**src/rtl/fifo_arb_ctrl_pkg.sv**
```systemverilog
// Shared definitions for the two-client FIFO arbiter/controller and the FIFO it drives.
package fifo_arb_ctrl_pkg;

  // Controller state encoding; the values are fixed so traces line up with the FIFO side.
  typedef enum logic [1:0] {
    StIdle   = 2'b00,
    StIssue  = 2'b01,
    StWaitRd = 2'b10,
    StResp   = 2'b11
  } ctrl_state_e;

  // Per-client op encoding
  localparam logic OpRead  = 1'b0;
  localparam logic OpWrite = 1'b1;

  // FIFO-side state constants, kept here so the controller and FIFO agree on names/values
  typedef enum logic [2:0] {
    FifoInit    = 3'd0,
    FifoRead    = 3'd1,
    FifoWrite   = 3'd2,
    FifoRdError = 3'd3,
    FifoWrError = 3'd4,
    FifoNoOp    = 3'd5
  } fifo_state_e;

  // Client index to one-hot grant/done vector
  function automatic logic [1:0] client_onehot(input logic sel);
    return sel ? 2'b10 : 2'b01;
  endfunction

endpackage

```
**src/rtl/rr_arb2.sv**
```systemverilog
// Combinational 2-way round-robin picker: the client that did not win last goes first on a tie.
module rr_arb2 (
  input  logic [1:0] req_i,
  input  logic       last_i,
  output logic       valid_o,
  output logic       sel_o
);

  // Single requester wins outright; on a tie the client other than last wins
  always_comb begin
    valid_o = |req_i;
    case (req_i)
      2'b10:   sel_o = 1'b1;
      2'b11:   sel_o = ~last_i;
      default: sel_o = 1'b0;
    endcase
  end

endmodule

```
**src/rtl/fifo_arb_ctrl.sv**
```systemverilog
// Two-client arbiter and sequencer for an 8-entry FIFO. One transaction at a time; illegal
// ops (write when full, read when empty) are answered with err instead of a FIFO access.
module fifo_arb_ctrl
  import fifo_arb_ctrl_pkg::*;
#(
  parameter int unsigned DATA_WIDTH = 8,
  parameter int unsigned RD_LAT     = 1
) (
  input  logic                  clk,
  input  logic                  rst,
  input  logic [1:0]            req_i,
  input  logic [1:0]            op_i,
  input  logic [DATA_WIDTH-1:0] wdata0_i,
  input  logic [DATA_WIDTH-1:0] wdata1_i,
  output logic [1:0]            gnt_o,
  output logic [1:0]            done_o,
  output logic [1:0]            err_o,
  output logic [DATA_WIDTH-1:0] rdata_o,
  input  logic                  fifo_full_i,
  input  logic                  fifo_empty_i,
  input  logic [DATA_WIDTH-1:0] fifo_dout_i,
  output logic                  fifo_wr_en_o,
  output logic                  fifo_rd_en_o,
  output logic [DATA_WIDTH-1:0] fifo_din_o,
  output logic                  busy_o
);

  // Counter preload so that fifo_dout is captured RD_LAT cycles after the read strobe
  localparam logic [1:0] LatInit = 2'(RD_LAT - 1);

  ctrl_state_e           state_q, state_d;
  logic                  last_q, last_d;
  logic                  sel_q, sel_d;
  logic                  op_q, op_d;
  logic                  err_q, err_d;
  logic [1:0]            lat_cnt_q, lat_cnt_d;
  logic [DATA_WIDTH-1:0] data_q, data_d;
  logic [DATA_WIDTH-1:0] rdata_q, rdata_d;

  logic arb_valid;
  logic arb_sel;
  logic wr_ok;
  logic rd_ok;

  rr_arb2 u_arb (
    .req_i   (req_i),
    .last_i  (last_q),
    .valid_o (arb_valid),
    .sel_o   (arb_sel)
  );

  // Legality of the latched op against the live FIFO flags; only consulted in StIssue
  assign wr_ok = (op_q == OpWrite) && !fifo_full_i;
  assign rd_ok = (op_q == OpRead) && !fifo_empty_i;

  // State and datapath registers
  always_ff @(posedge clk or posedge rst) begin
    if (rst) begin
      state_q   <= StIdle;
      last_q    <= 1'b1;
      sel_q     <= 1'b0;
      op_q      <= 1'b0;
      err_q     <= 1'b0;
      lat_cnt_q <= '0;
      data_q    <= '0;
      rdata_q   <= '0;
    end else begin
      state_q   <= state_d;
      last_q    <= last_d;
      sel_q     <= sel_d;
      op_q      <= op_d;
      err_q     <= err_d;
      lat_cnt_q <= lat_cnt_d;
      data_q    <= data_d;
      rdata_q   <= rdata_d;
    end
  end

  // Next-state and datapath update
  always_comb begin
    state_d   = state_q;
    last_d    = last_q;
    sel_d     = sel_q;
    op_d      = op_q;
    err_d     = err_q;
    lat_cnt_d = lat_cnt_q;
    data_d    = data_q;
    rdata_d   = rdata_q;
    case (state_q)
      StIdle: begin
        if (arb_valid) begin
          sel_d   = arb_sel;
          op_d    = op_i[arb_sel];
          data_d  = arb_sel ? wdata1_i : wdata0_i;
          err_d   = 1'b0;
          state_d = StIssue;
        end
      end
      StIssue: begin
        if (wr_ok) begin
          state_d = StResp;
        end else if (rd_ok) begin
          lat_cnt_d = LatInit;
          state_d   = StWaitRd;
        end else begin
          err_d   = 1'b1;
          state_d = StResp;
        end
      end
      StWaitRd: begin
        if (lat_cnt_q == 2'd0) begin
          rdata_d = fifo_dout_i;
          state_d = StResp;
        end else begin
          lat_cnt_d = lat_cnt_q - 2'd1;
        end
      end
      StResp: begin
        // Errors also count as a turn, so the other client gets the next tie
        last_d  = sel_q;
        state_d = StIdle;
      end
      default: state_d = StIdle;
    endcase
  end

  // Outputs decoded from registered state; strobes only ever fire in StIssue
  always_comb begin
    gnt_o        = 2'b00;
    done_o       = 2'b00;
    err_o        = 2'b00;
    fifo_wr_en_o = 1'b0;
    fifo_rd_en_o = 1'b0;
    case (state_q)
      StIssue: begin
        gnt_o        = client_onehot(sel_q);
        fifo_wr_en_o = wr_ok;
        fifo_rd_en_o = rd_ok;
      end
      StResp: begin
        done_o = client_onehot(sel_q);
        err_o  = err_q ? client_onehot(sel_q) : 2'b00;
      end
      default: ;
    endcase
  end

  assign busy_o     = (state_q != StIdle);
  assign fifo_din_o = data_q;
  assign rdata_o    = rdata_q;

endmodule
```
**config.mk**
```make
export PLATFORM = sky130hd
export DESIGN_NAME = fifo_arb_ctrl
export DESIGN_NICKNAME = d
export VERILOG_FILES = /design/src/rtl/fifo_arb_ctrl_pkg.sv /design/src/rtl/rr_arb2.sv /design/src/rtl/fifo_arb_ctrl.sv
export SDC_FILE = /design/constraint.sdc
export NUM_CORES = 1
export LEC_CHECK = 0
export ABC_AREA = 0
export CORE_MARGIN = 2
export CORE_UTILIZATION = 40
export CTS_CLUSTER_DIAMETER = 40
export DETAILED_ROUTE_END_ITERATION = 10
export GPL_TIMING_DRIVEN = 0
export MAX_ROUTING_LAYER = met4
export PLACE_DENSITY = 0.81
export SYNTH_ARGS = -nofsm -noshare
export SYNTH_HDL_FRONTEND = slang
export SYNTH_SLANG_ARGS = --single-unit
export TNS_END_PERCENT = 10
```
**constraint.sdc**
```tcl
create_clock -name clk -period 1.74 [get_ports clk]
set_input_delay 0.348 -clock clk [delete_from_list [all_inputs] [get_ports clk]]
set_output_delay 0.348 -clock clk [all_outputs]
set_load 0.01 [all_outputs]
```
==> impl_metrics.csv <==
group,metric,value,unit
synthesis,syn-mean-instance-area,11.2,sq um
synthesis,dominant_combinational_cell_family_by_area_after_synthesis,"multiplexers",
route,post_route_ant_nets,0,
critical_path,worstSetupStartpoint,"state_q[0]",
sta,max_slew_violation_count,0,
cts,cts-root-buf,"clkbuf_4",
synthesis,ys_seq_elements,24,
final_layout,final-seq-area,604,sq um
critical_path,worstSetupStartpointType,"flop",
cts,clkTransAtPathRegs,0.14,ns
synthesis,postSynthNetCount,148,
cts,worst_skew_pair.late_latency,0.32,ns
route,drc,0,
pwr,powerDensity,1590,nW/um^2
sta,post_route_fraction_of_the_period_consumed_by_the_critical_path,1.00,
critical_path,end_kind,"primary output",
synthesis,synthesis.instances,109,
grt,total_grt_overflow,0,
run_status,run_status,"finished with violations",
final_layout,fillerInstances,241,
final_layout,antennaDiodeCount,0,
critical_path,path_class,"reg2out",
final_layout,drive_gt1_frac,0.275,
sta,layout_min_cycle_time,1.75,ns
cts,max-clock-path-buffers,2,
floorplan,die_area,3500,sq um
final_layout,multi_input_area,646,sq um
synthesis,compound_gate_portion_of_the_synthesized_area,0.108,
final_layout,areaGrowthSynthToFinish,64.3,%
pwr,leakagePower,0.888,nW
cts,cts_buffers,3,
route,first_iter_violations,24,
floorplan,start_util,0.409,
run_status,failed_checks,"setup timing",
route,vias_per_cell,5.14,
sta,timing_worst_slew_pin_value,0.894,ns
synthesis,yosysWarnings,0,
synthesis,synth_simple_gate_area_frac,0.126,
sta,fin_ws,-0.00739,ns
synthesis,syn-cell-area,1220,sq um
placement,place_congestion,0.814,
synthesis,synth_cell_type_count,29,
synthesis,seq_area_frac_synth,0.494,
final_layout,layout.core_utilization,0.672,
floorplan,core_area,2980,sq um
floorplan,row_count,20,
job,max_cap_violations,0,
synthesis,synthXorXnorAreaFrac,0,
critical_path,r2r_slack,0.03,ns
placement,placement.io_buffers,56,
grt,first_pass_grt_wire_length,5220,um
cts,htree_num_levels,1,
grt,gr-usage-all-layers,0.202,
floorplan,design.portCount,57,
floorplan,die_w,59.2,um
placement,preCtsSetupSlack,-0.217,ns
hold_path,hold_class,"in2async",
cts,cts_tree,"yes",
sta,final.setup_skew,0.00153,ns
final_layout,nets_finish,218,
sta,report.final.setup_viol,1,
route,vias,1084,
route,routed_wl,3260,um
critical_path,worstReg2RegStart,"state_q[0]",
grt,grt_start_max_net_pins,25,
pwr,peakVddDrop,0.835,mV
route,first_pass_iters,4,
grt,antenna_found_initial,0,
cts,cts.sink_count,24,
floorplan,fp.dieH,59.2,um
critical_path,crit_path_max_fanout,4,
synthesis,post_synth_fa_ha_maj_area_fraction,0.0719,
sta,setup_repair_after_global_routing_missed_its_margin,"true",
sta,maxClockFrequency,0.572,GHz
sta,slew-limit-headroom,0.403,
critical_path,worst-endpoint-required,1.39,ns
critical_path,rr_worst_depth,6,
route,post_drt_wl_per_cell,15.4,um
grt,first_global_vias,1136,
critical_path,r2r_end,"state_q[0]",
placement,post-dp-hpwl,2290,um
critical_path,worst_setup_path_endpoint,"fifo_wr_en_o",
synthesis,yosys-mux-area-fraction,0.166,
sta,finalHoldViolations,0,
critical_path,arrival_time_worst_endpoint,1.40,ns
[final cells by class]
type	count	share of cell area
sequential	24	0.302
inverter	7	0.0156
clock inverter	1	0.0150
tap	33	0.0206
multi-input combinational	75	0.322
timing repair buffer	65	0.306
clock buffer	3	0.0113
buffer	3	0.00750
[cell families after synthesis]
logic type | count (synthesis)
AOI/OAI and AO/OA | 21
adders and majority gates | 7
buffers and inverters | 10
DFF | 24
muxes | 19
and+or+nand+nor | 28
[worst min path at each step]
stage | from | to | slack, ns
after detailed placement | fifo_din_o[5] | fifo_din_o[5] | 0.48
after CTS | fifo_din_o[5] | fifo_din_o[5] | 0.51
after global placement | lat_cnt_q[0] | lat_cnt_q[0] | 0.47
after floorplan | rst | err_q | 0.36
final | rst | rdata_o[6] | 0.51
after global routing | fifo_din_o[5] | fifo_din_o[5] | 0.54
[through the flow]
stage / hold WS (ns) / power [mW] / setup TNS, ns / instance area (sq um) / std cells
2_1_floorplan: 0.362 / 1.76 / 0 / 1220 / 109
3_5_place_dp: 0.482 / 2.51 / -0.617 / 1820 / 198
5_1_grt: 0.536 / 3.39 / -0.196 / 2000 / 211
6_report: 0.508 / 3.18 / -0.00739 / 2000 / 211
3_3_place_gp: 0.471 / 2.44 / -0.405 / 1820 / 198
4_1_cts: 0.515 / 3.11 / -0.00119 / 1970 / 209
[power breakdown]
| group | internal [mW] | switching (mW) |
|---|---|---|
| Clock | 0.233 | 0.176 |
| Combinational | 0.999 | 0.743 |
| Sequential | 0.829 | 0.201 |
[state kept, by name (all words and copies together) (netlist names)]
| register | count |
|---|---|
| err_q | 1 |
| fifo_din_o | 8 |
| last_q | 1 |
| lat_cnt_q | 2 |
| op_q | 1 |
| rdata_o | 8 |
| sel_q | 1 |
| state_q | 2 |
[layout by cell type (no fill, tap or decap), types with 2 or more instances in the layout]
cell,n
nor2_1,3
inv_1,4
nand2_1,11
nor3b_2,2
buf_2,4
a22o_1,2
inv_4,2
mux2i_1,9
mux2_2,10
buf_4,8
ha_4,4
o21ai_0,11
o21ai_1,2
nor2b_1,2
and2_1,2
clkbuf_2,3
dfrtp_2,2
clkdlybuf4s50_1,47
clkbuf_4,3
clkbuf_1,2
buf_6,3
dfrtp_1,21
ha_1,2
[metal layers]
layer  wire length (um)  share of wire  track usage  vias to the layer above
met5                  0              0            -                        -
met3                141          0.043       0.0393                        4
met4                 28         0.0086       0.0390                        0
met1               1300           0.40        0.237                      534
met2               1790           0.55        0.359                       29
li1                   -              -            -                      517
[timing repair]
| action | 4_1_cts | 5_1_grt |
|---|---|---|
| hold buffers | 0 | 0 |
| endpoints found under the hold margin | 0 | 0 |
| endpoints found under the setup margin | 9 | 23 |
| setup buffers | 7 | 2 |
| pin swaps | 4 | 2 |
| resized for setup | 43 | 14 |
[synthesized netlist by cell type]
| library cell | instances | share of area |
|---|---|---|
| or4_1 | 1 | 0.0062 |
| clkbuf_1 | 2 | 0.0062 |
| o41ai_1 | 1 | 0.0072 |
| o21a_1 | 1 | 0.0062 |
| dfstp_2 | 1 | 0.022 |
| ha_1 | 7 | 0.072 |
| mux2_2 | 10 | 0.092 |
| nand2_1 | 11 | 0.034 |
| nor3b_2 | 1 | 0.010 |
| and2_1 | 3 | 0.015 |
| buf_4 | 1 | 0.0062 |
| dfrtp_1 | 23 | 0.47 |
| a21boi_1 | 1 | 0.0062 |
| nor3b_1 | 1 | 0.0062 |
| and3_1 | 1 | 0.0051 |
| nor2b_1 | 3 | 0.015 |
| nor3_1 | 1 | 0.0041 |
| inv_1 | 7 | 0.022 |
| nand3b_1 | 1 | 0.0062 |
| nor4b_1 | 1 | 0.0072 |
| mux2i_1 | 9 | 0.074 |
| o21ai_1 | 1 | 0.0041 |
| o211ai_1 | 1 | 0.0062 |
| o21ai_0 | 12 | 0.049 |
| o22a_1 | 1 | 0.0072 |
| a22o_1 | 2 | 0.014 |
| a211o_1 | 1 | 0.0072 |
| nor2_1 | 3 | 0.0092 |
| and4_1 | 1 | 0.0072 |
[critical path, cell delays in order (launching register included)]
cell and delay (ns):
dfrtp_2 0.48, buf_12 0.15, ha_4 0.16, nand3b_1 0.12, inv_2 0.06, buf_6 0.11
No activity file was read; power rests on OpenSTA's default activity.
